--- config.mk ---
export PLATFORM = sky130hd
export DESIGN_NAME = systolic_tile_sequencer
export DESIGN_NICKNAME = d
export VERILOG_FILES = /design/src/rtl/systolic_tile_sequencer.sv
export SDC_FILE = /design/constraint.sdc
export NUM_CORES = 1
export LEC_CHECK = 0
export CAP_MARGIN = 20
export CELL_PAD_IN_SITES_DETAIL_PLACEMENT = 1
export CELL_PAD_IN_SITES_GLOBAL_PLACEMENT = 1
export CORE_ASPECT_RATIO = 1.1
export CORE_UTILIZATION = 31
export CTS_CLUSTER_DIAMETER = 100
export DETAILED_ROUTE_END_ITERATION = 12
export MAX_ROUTING_LAYER = met4
export PLACE_DENSITY_LB_ADDON = 0.1
export SLEW_MARGIN = 40
export SYNTH_ARGS = -nofsm -noshare
export SYNTH_HDL_FRONTEND = slang
export SYNTH_SLANG_ARGS = --single-unit
--- constraint.sdc ---
create_clock -name clk -period 3.8 [get_ports clk]
set_clock_uncertainty 0.1 [all_clocks]
set_input_delay 0.76 -clock clk [delete_from_list [all_inputs] [get_ports clk]]
set_output_delay 0.76 -clock clk [all_outputs]
set_load 0.02 [all_outputs]
--- src/rtl/systolic_tile_sequencer.sv ---
// -----------------------------------------------------------------------------
// systolic_tile_sequencer
//
// Sequences one tile job on an N x N systolic array (N = BLOCK_SIZE):
//   clear accumulators -> stream N operand slices -> drain the array for 2N-1
//   cycles -> report completion -> wait for write-back grant -> write back
//   N result rows of C.
//
// Handshake with the block manager:
//   start_systolic is a request that is sampled only while the sequencer is
//   idle (busy=0). The six block indices must be valid in the same cycle.
//   systolic_done is a single-cycle completion pulse. accumulate_result is the
//   grant; it is sampled only in the DONE cycle and while waiting afterwards,
//   and the first sampled 1 starts the write-back burst. A request or a grant
//   seen in any other state is dropped, never queued.
//
// Parameters:
//   BLOCK_SIZE  tile edge N, power of two, 4..64
//   K_W         width of feed_k / wb_row, defaults to $clog2(BLOCK_SIZE)
//
// Ports:
//   clk, rst                 rising-edge clock, synchronous active-high reset
//   start_systolic           job request
//   a/b/c_row_idx, _col_idx  2-bit block coordinates sampled with the request
//   systolic_done            one-cycle pulse when array results are complete
//   accumulate_result        grant to write results back
//   busy                     high in every state except IDLE
//   array_clear              one-cycle pulse zeroing the PE accumulators
//   feed_valid, feed_k       operand stream strobe and slice index
//   a_blk, b_blk, c_blk      latched {row,col} of the A, B and C tiles
//   wb_valid, wb_row         C write-back strobe and row index
//   wb_accumulate            1: add into C, 0: overwrite C (first k-term)
//   acc_timeout              sticky watchdog error flag
//   fsm_state                current FSM state, for debug/observation
//
// Configuration:
//   TILE_SEQ_ACC_TIMEOUT_EN  when defined, a job abandons the wait for the
//                            write-back grant after 256 cycles in WAIT_ACC,
//                            sets acc_timeout (held until rst) and returns
//                            to IDLE without writing back. When undefined,
//                            the wait is unbounded and acc_timeout is 0.
// -----------------------------------------------------------------------------
module systolic_tile_sequencer #(
  parameter int BLOCK_SIZE = 64,
  parameter int K_W        = $clog2(BLOCK_SIZE)
) (
  input  logic           clk,
  input  logic           rst,
  input  logic           start_systolic,
  input  logic [1:0]     a_row_idx,
  input  logic [1:0]     a_col_idx,
  input  logic [1:0]     b_row_idx,
  input  logic [1:0]     b_col_idx,
  input  logic [1:0]     c_row_idx,
  input  logic [1:0]     c_col_idx,
  output logic           systolic_done,
  input  logic           accumulate_result,
  output logic           busy,
  output logic           array_clear,
  output logic           feed_valid,
  output logic [K_W-1:0] feed_k,
  output logic [3:0]     a_blk,
  output logic [3:0]     b_blk,
  output logic [3:0]     c_blk,
  output logic           wb_valid,
  output logic [K_W-1:0] wb_row,
  output logic           wb_accumulate,
  output logic           acc_timeout,
  output logic [2:0]     fsm_state
);

  typedef enum logic [2:0] {
    IDLE     = 3'd0,
    FEED     = 3'd1,
    FLUSH    = 3'd2,
    DONE     = 3'd3,
    WAIT_ACC = 3'd4,
    WB       = 3'd5
  } state_t;

  // The phase counter needs one bit more than K_W because FLUSH lasts 2N-1
  // cycles. FEED and WB only ever count to N-1, so the low K_W bits are
  // exported directly and never carry into the extra bit.
  localparam int              CW         = K_W + 1;
  localparam logic [CW-1:0]   LAST_SLICE = CW'(BLOCK_SIZE - 1);
  localparam logic [CW-1:0]   LAST_FLUSH = CW'(2 * BLOCK_SIZE - 2);
  localparam logic [CW-1:0]   CNT_ONE    = CW'(1);

  state_t        state;
  state_t        state_next;
  logic [CW-1:0] cnt;
  logic [CW-1:0] cnt_next;
  logic          latch_en;
  logic          timeout_fire;

`ifdef TILE_SEQ_ACC_TIMEOUT_EN
  logic [7:0] wait_cnt;
  logic       timeout_q;
`endif

  assign fsm_state = state;

  // ---------------------------------------------------------------------------
  // Next-state and output logic
  // ---------------------------------------------------------------------------
  always_comb begin
    state_next    = state;
    cnt_next      = cnt;
    busy          = (state != IDLE);
    array_clear   = 1'b0;
    feed_valid    = 1'b0;
    feed_k        = '0;
    systolic_done = 1'b0;
    wb_valid      = 1'b0;
    wb_row        = '0;
    wb_accumulate = 1'b0;
    latch_en      = 1'b0;
    timeout_fire  = 1'b0;

    case (state)
      IDLE: begin
        // Clear is issued in the request cycle so the PEs are zero before the
        // first operand slice arrives. A request coinciding with reset is
        // dropped, so no clear is issued for it either.
        if (start_systolic && !rst) begin
          array_clear = 1'b1;
          latch_en    = 1'b1;
          cnt_next    = '0;
          state_next  = FEED;
        end
      end

      FEED: begin
        feed_valid = 1'b1;
        feed_k     = cnt[K_W-1:0];
        if (cnt == LAST_SLICE) begin
          cnt_next   = '0;
          state_next = FLUSH;
        end else begin
          cnt_next = cnt + CNT_ONE;
        end
      end

      FLUSH: begin
        // The last slice needs 2N-1 more cycles to reach the far corner PE.
        if (cnt == LAST_FLUSH) begin
          cnt_next   = '0;
          state_next = DONE;
        end else begin
          cnt_next = cnt + CNT_ONE;
        end
      end

      DONE: begin
        systolic_done = 1'b1;
        cnt_next      = '0;
        if (accumulate_result) begin
          state_next = WB;
        end else begin
          state_next = WAIT_ACC;
        end
      end

      WAIT_ACC: begin
        cnt_next = '0;
        if (accumulate_result) begin
          state_next = WB;
`ifdef TILE_SEQ_ACC_TIMEOUT_EN
        end else if (wait_cnt == 8'd255) begin
          // 256th consecutive WAIT_ACC cycle without a grant.
          timeout_fire = 1'b1;
          state_next   = IDLE;
`endif
        end
      end

      WB: begin
        wb_valid      = 1'b1;
        wb_row        = cnt[K_W-1:0];
        // Column 0 of A is the first k-term of C, so C is overwritten rather
        // than accumulated into.
        wb_accumulate = (a_blk[1:0] != 2'd0);
        if (cnt == LAST_SLICE) begin
          cnt_next   = '0;
          state_next = IDLE;
        end else begin
          cnt_next = cnt + CNT_ONE;
        end
      end

      default: begin
        cnt_next   = '0;
        state_next = IDLE;
      end
    endcase
  end

  // ---------------------------------------------------------------------------
  // State, phase counter and latched block coordinates
  // ---------------------------------------------------------------------------
  always_ff @(posedge clk) begin
    if (rst) begin
      state <= IDLE;
      cnt   <= '0;
      a_blk <= 4'd0;
      b_blk <= 4'd0;
      c_blk <= 4'd0;
    end else begin
      state <= state_next;
      cnt   <= cnt_next;
      if (latch_en) begin
        a_blk <= {a_row_idx, a_col_idx};
        b_blk <= {b_row_idx, b_col_idx};
        c_blk <= {c_row_idx, c_col_idx};
      end
    end
  end

  // ---------------------------------------------------------------------------
  // Write-back grant watchdog
  // ---------------------------------------------------------------------------
`ifdef TILE_SEQ_ACC_TIMEOUT_EN
  always_ff @(posedge clk) begin
    if (rst) begin
      wait_cnt  <= 8'd0;
      timeout_q <= 1'b0;
    end else begin
      // Counts WAIT_ACC cycles already spent; restarts every time the state
      // is entered.
      if (state == WAIT_ACC) begin
        wait_cnt <= wait_cnt + 8'd1;
      end else begin
        wait_cnt <= 8'd0;
      end
      if (timeout_fire) begin
        timeout_q <= 1'b1;
      end
    end
  end

  assign acc_timeout = timeout_q;
`else
  assign acc_timeout = 1'b0;

  logic unused_timeout;
  assign unused_timeout = timeout_fire;
`endif

endmodule

---- Yosys cells after proc, flatten, opt, wreduce, memory -nomap -nowiden ----
Cells that the tools add are included.
cells by class
  $add $sub $neg .......................... 1
  equal/unequal tests ..................... 12
  muxes and demuxes ....................... 19
  reduce and logical (&&, ||, !) cells .... 7
operators with widths
  kind                                           count
  two-way mux 7 bit                              3
  case mux 7 bit (3 select lines)                1
  case mux 3 bit (6 select lines)                1
  two-way mux 3 bit                              5
  two-way mux 6 bit                              2
  inequality test 2 bit, second input constant   5
  adder 7 x 1 -> 7 bit, second input constant    1
  == test 7 x 6 -> 1 bit, second input constant  1
  == test 7 bit, second input constant           1
  two-way mux 1 bit                              7
  == test 3 x 2 -> 1 bit, second input constant  2
  == test 3 bit, second input constant           2
  AND reduction 5 bit                            1
  == test 3 x 1 -> 1 bit, second input constant  1
  logical NOT 3 bit                              1
  nonzero test 3 bit                             1
  nonzero test 2 bit                             1
  OR reduction 2 bit                             1
  logical AND 1 bit                              1
  logical NOT 1 bit                              1
storage, ports and cells
  flip-flop bits (word level) ............. 22
  logic and storage cells ................. 44

---- Logic depth before layout (Yosys ltp) ----
  depth in word-level cells ............... 4
  mapped depth ............................ 7
  depth with buffers taken out ............ 5

---- Worst setup path after synthesis ----
No wires, ideal clock.
  path type ............................... input to output
  start point ............................. input rst
  end point ............................... output array_clear
  data arrival time ....................... 1568 ps
  slack ................................... 1372 ps
  stages on the path ...................... 4
  buffers on the path ..................... 2
  cell sequence ........................... clkbuf_1 > nor2b_1 > nor2b_4 > buf_4
between the ends
  word-level cells in the longest chain between the ends .. 4
ends and longest elaborated chain
  element            line  text
  start, declared    48    input logic rst,
  logical NOT 1 bit  125   if (start_systolic && !rst) begin
  logical AND 1 bit  125
  two-way mux 1 bit  125
  two-way mux 1 bit  120   case (state)
  end, declared      59    output logic array_clear,
No other way between the ends.

---- Worst setup path after layout ----
Ends and elaborated chain as after synthesis.

==> results.tsv <==
metric	value	unit
cts_max_level	1	
power.switching	0.000127	W
numCtsBuffers	3	
maxCapViolCount	0	
rows	22	
ys_ff_latch	22	
drc	0	
layout-drive-gt1-share	5.82	%
nFillCells	435	
cts_num_sinks	22	
start_util	33.3	%
clkLatencyLatePin	310	ps
cts_tree	built	
vias	1164	
finalSetupTns	0	ps
drt_iter0_markers	65	
r2r_slack	1950	ps
swShare	24.5	%
nets	208	
grt_pass1_wl	5.05	mm
path_common_cell	clkdlybuf4s50_1	
gp_congestion	0.838	
rsz0062_at_grt	no	
antenna_found_initial	0	
min_to	c_blk[2]	
worst_slew_pin_slew	529	ps
leakagePower	0.611	nW
cts_max_path_buffers	2	
start_kind	input port	
syn_inst	145	
grt_max_degree	25	
synth-edff-count	0	
yosysWarnings	0	
crit_family	buffers and inverters	
die_height	65.5	um
yosys-top-cells-area	dfxtp_1 39%, nand2_1 12%, o21ai_0 7.5%, and3_1 3.3%, and2_1 2.8%	
hold_viol	0	
period_minus_slack	3320	ps
crit_path_end_kind	output pin	
async_flop_share	0	%
critPathMaxFanout	9	
max-vdd-ir-drop	180	uV
pwr-share-clk	34.3	%
ioPinCount	50	
wire_per_inst	13.0	um
core_area	0.00341	mm2
synth_cell_types	37	
yosysSeqAreaShare	38.7	%
worstHoldStart	c_blk[2]	
combinationalPowerShare	17.6	%
powerDensity	308	mW/mm2
grt_pass1_vias	1181	
ctsHoldBuffers	0	
n_antenna_cell	0	
dpl.hpwl	2.37	mm
clkTransAtPathRegs	120	ps
holdWs	365	ps
critical_path.cell_chain	clkdlybuf4s50_1 -> nor2b_1 -> nor2b_4 -> clkdlybuf4s50_1	
fp.dieW	59.8	um
ctsResizeCount	0	
crit_buf_inv	2	
synth_area	0.00114	mm2
period_share	87.4	%
internal_power	0.000392	W
area_growth	48.3	%
maxSlewViolCount	0	
vias_per_cell	4.91	
r2r_start	fsm_state[2]	
synth_top_area_cell	dfxtp_1	
syn_nets	163	
portBuffers	48	
r2r_end	cnt[6]	
outcome	complete, no violations	
grt.overflow.total	0	
postSynthAreaPerCell	7.84	um2
die-area	0.00392	mm2
fmax	301	MHz
power_frac_seq	48.1	%
slowest_stage	clkdlybuf4s50_1	
synth_top_area_share	38.7	%
arrival	2460	ps
worst_hold_path.num_cells	2	
cp_slowest_stage_delay	630	ps
drt_first_pass_iters	4	
drtAntennaViolNets	0	
clock-root-buffer	clkbuf_4	
grt_usage	17.4	%
cts_setup_buffers	0	
criticalPathCategory	input port to output pin	
cp.required	2940	ps
synthFlopType	dfxtp_1	
ff2ff_path_depth	4	
setup_viol	0	
slew_headroom	64.7	%
min-delay-path-class	flip-flop to flip-flop	
routed_wirelength	3.08	mm
[worst max-delay path by stage]
| stage | start | to | slack, ps | cells after the start |
|---|---|---|---|---|
| floorplan | rst | array_clear | 1370 | 4 |
| global placement | rst | array_clear | 490 | 4 |
| detailed placement | rst | array_clear | 490 | 4 |
| CTS | rst | array_clear | 480 | 4 |
| global route | rst | array_clear | 380 | 4 |
| finish | rst | array_clear | 480 | 4 |
[placed cells by master, fill, tap and decap left out, types with 2 or more instances in the layout]
cell and instances:
nand3_1 2, nand2_1 35, and2_1 5, clkdlybuf4s50_1 48
and3_1 6, nand2b_1 2, o21ai_0 17, clkbuf_4 3
nor2_1 6, nor3_1 5, a21oi_1 3, nor2b_1 4
a31oi_1 3, dfxtp_1 22, o211ai_1 2, inv_1 3
o21a_1 2, ha_1 2
[logic make-up after synthesis]
| group | synth area share (%) |
|---|---|
| xor+xnor | 0.770 |
| buf+inv | 5.50 |
| compound gates | 22.1 |
| fa+ha+maj | 2.20 |
| simple gates | 29.5 |
| mux | 0.880 |
| flops | 38.7 |
| other cells | 0.330 |
[tightest hold or removal path: cells and delay by family (launching register included)]
family	cells	cell delay [ps]
flip-flops	1	330
AO/OA/AOI/OAI	1	60
AND/OR/NAND/NOR	1	50
[power groups by stage]
stage	sequential, W	clock [W]	combinational, W
3_3_place_gp	0.000255	0	0.0000900
6_report	0.000250	0.000178	0.0000913
5_1_grt	0.000252	0.000197	0.0000994
3_5_place_dp	0.000255	0	0.0000918
4_1_cts	0.000250	0.000184	0.0000923
2_1_floorplan	0.000266	0	0.0000343
[state kept, by name, indices dropped and copies added (netlist names)]
| name | count |
|---|---|
| cnt | 7 |
| a_blk | 4 |
| b_blk | 4 |
| c_blk | 4 |
| fsm_state | 3 |
[cell type report]
| class | instances | area (um2) | share of cell area, % |
|---|---|---|---|
| Multi-Input combinational cell | 111 | 634 | 37.6 |
| Timing Repair Buffer | 49 | 488 | 28.9 |
| Sequential cell | 22 | 440 | 26.1 |
| Tap cell | 48 | 60.1 | 3.56 |
| Clock inverter | 1 | 30.0 | 1.78 |
| Clock buffer | 3 | 22.5 | 1.34 |
| Inverter | 3 | 11.3 | 0.668 |
[cells in the mapped netlist (2+ instances only)]
cell      count
nor2_1        6
o211ai_1      2
buf_4         4
dfxtp_1      22
a21oi_1       3
and3_1        6
nand3_1       2
nand2_1      35
nor3_1        5
nand2b_1      2
inv_1         3
ha_1          2
o21a_1        2
and2_1        5
clkbuf_1      3
nor2b_1       4
o21ai_0      17
a31oi_1       3
[stage by stage]
stage / util (%) / std cells / setup WS [ps] / area [um2] / total power, W
floorplan: - / 145 / 1370 / 1140 / 0.000300
CTS: 49.4 / 237 / 478 / 1690 / 0.000527
global placement: 47.9 / 233 / 486 / 1630 / 0.000345
detailed placement: 47.9 / 233 / 485 / 1630 / 0.000347
finish: 49.4 / 237 / 479 / 1690 / 0.000519
global route: 49.4 / 237 / 384 / 1690 / 0.000548
[routing by layer]
layer  up-vias  part of all wire, %  wire length, um  GRT usage, %
met5         -                    0                0             -
met4         0                  1.6               48          7.85
met3        11                  4.8              147          2.95
met2        38                   52             1590          30.3
met1       530                   42             1300          19.1
li1        585                    -                -             -
Power figures use the tool's default switching activity.
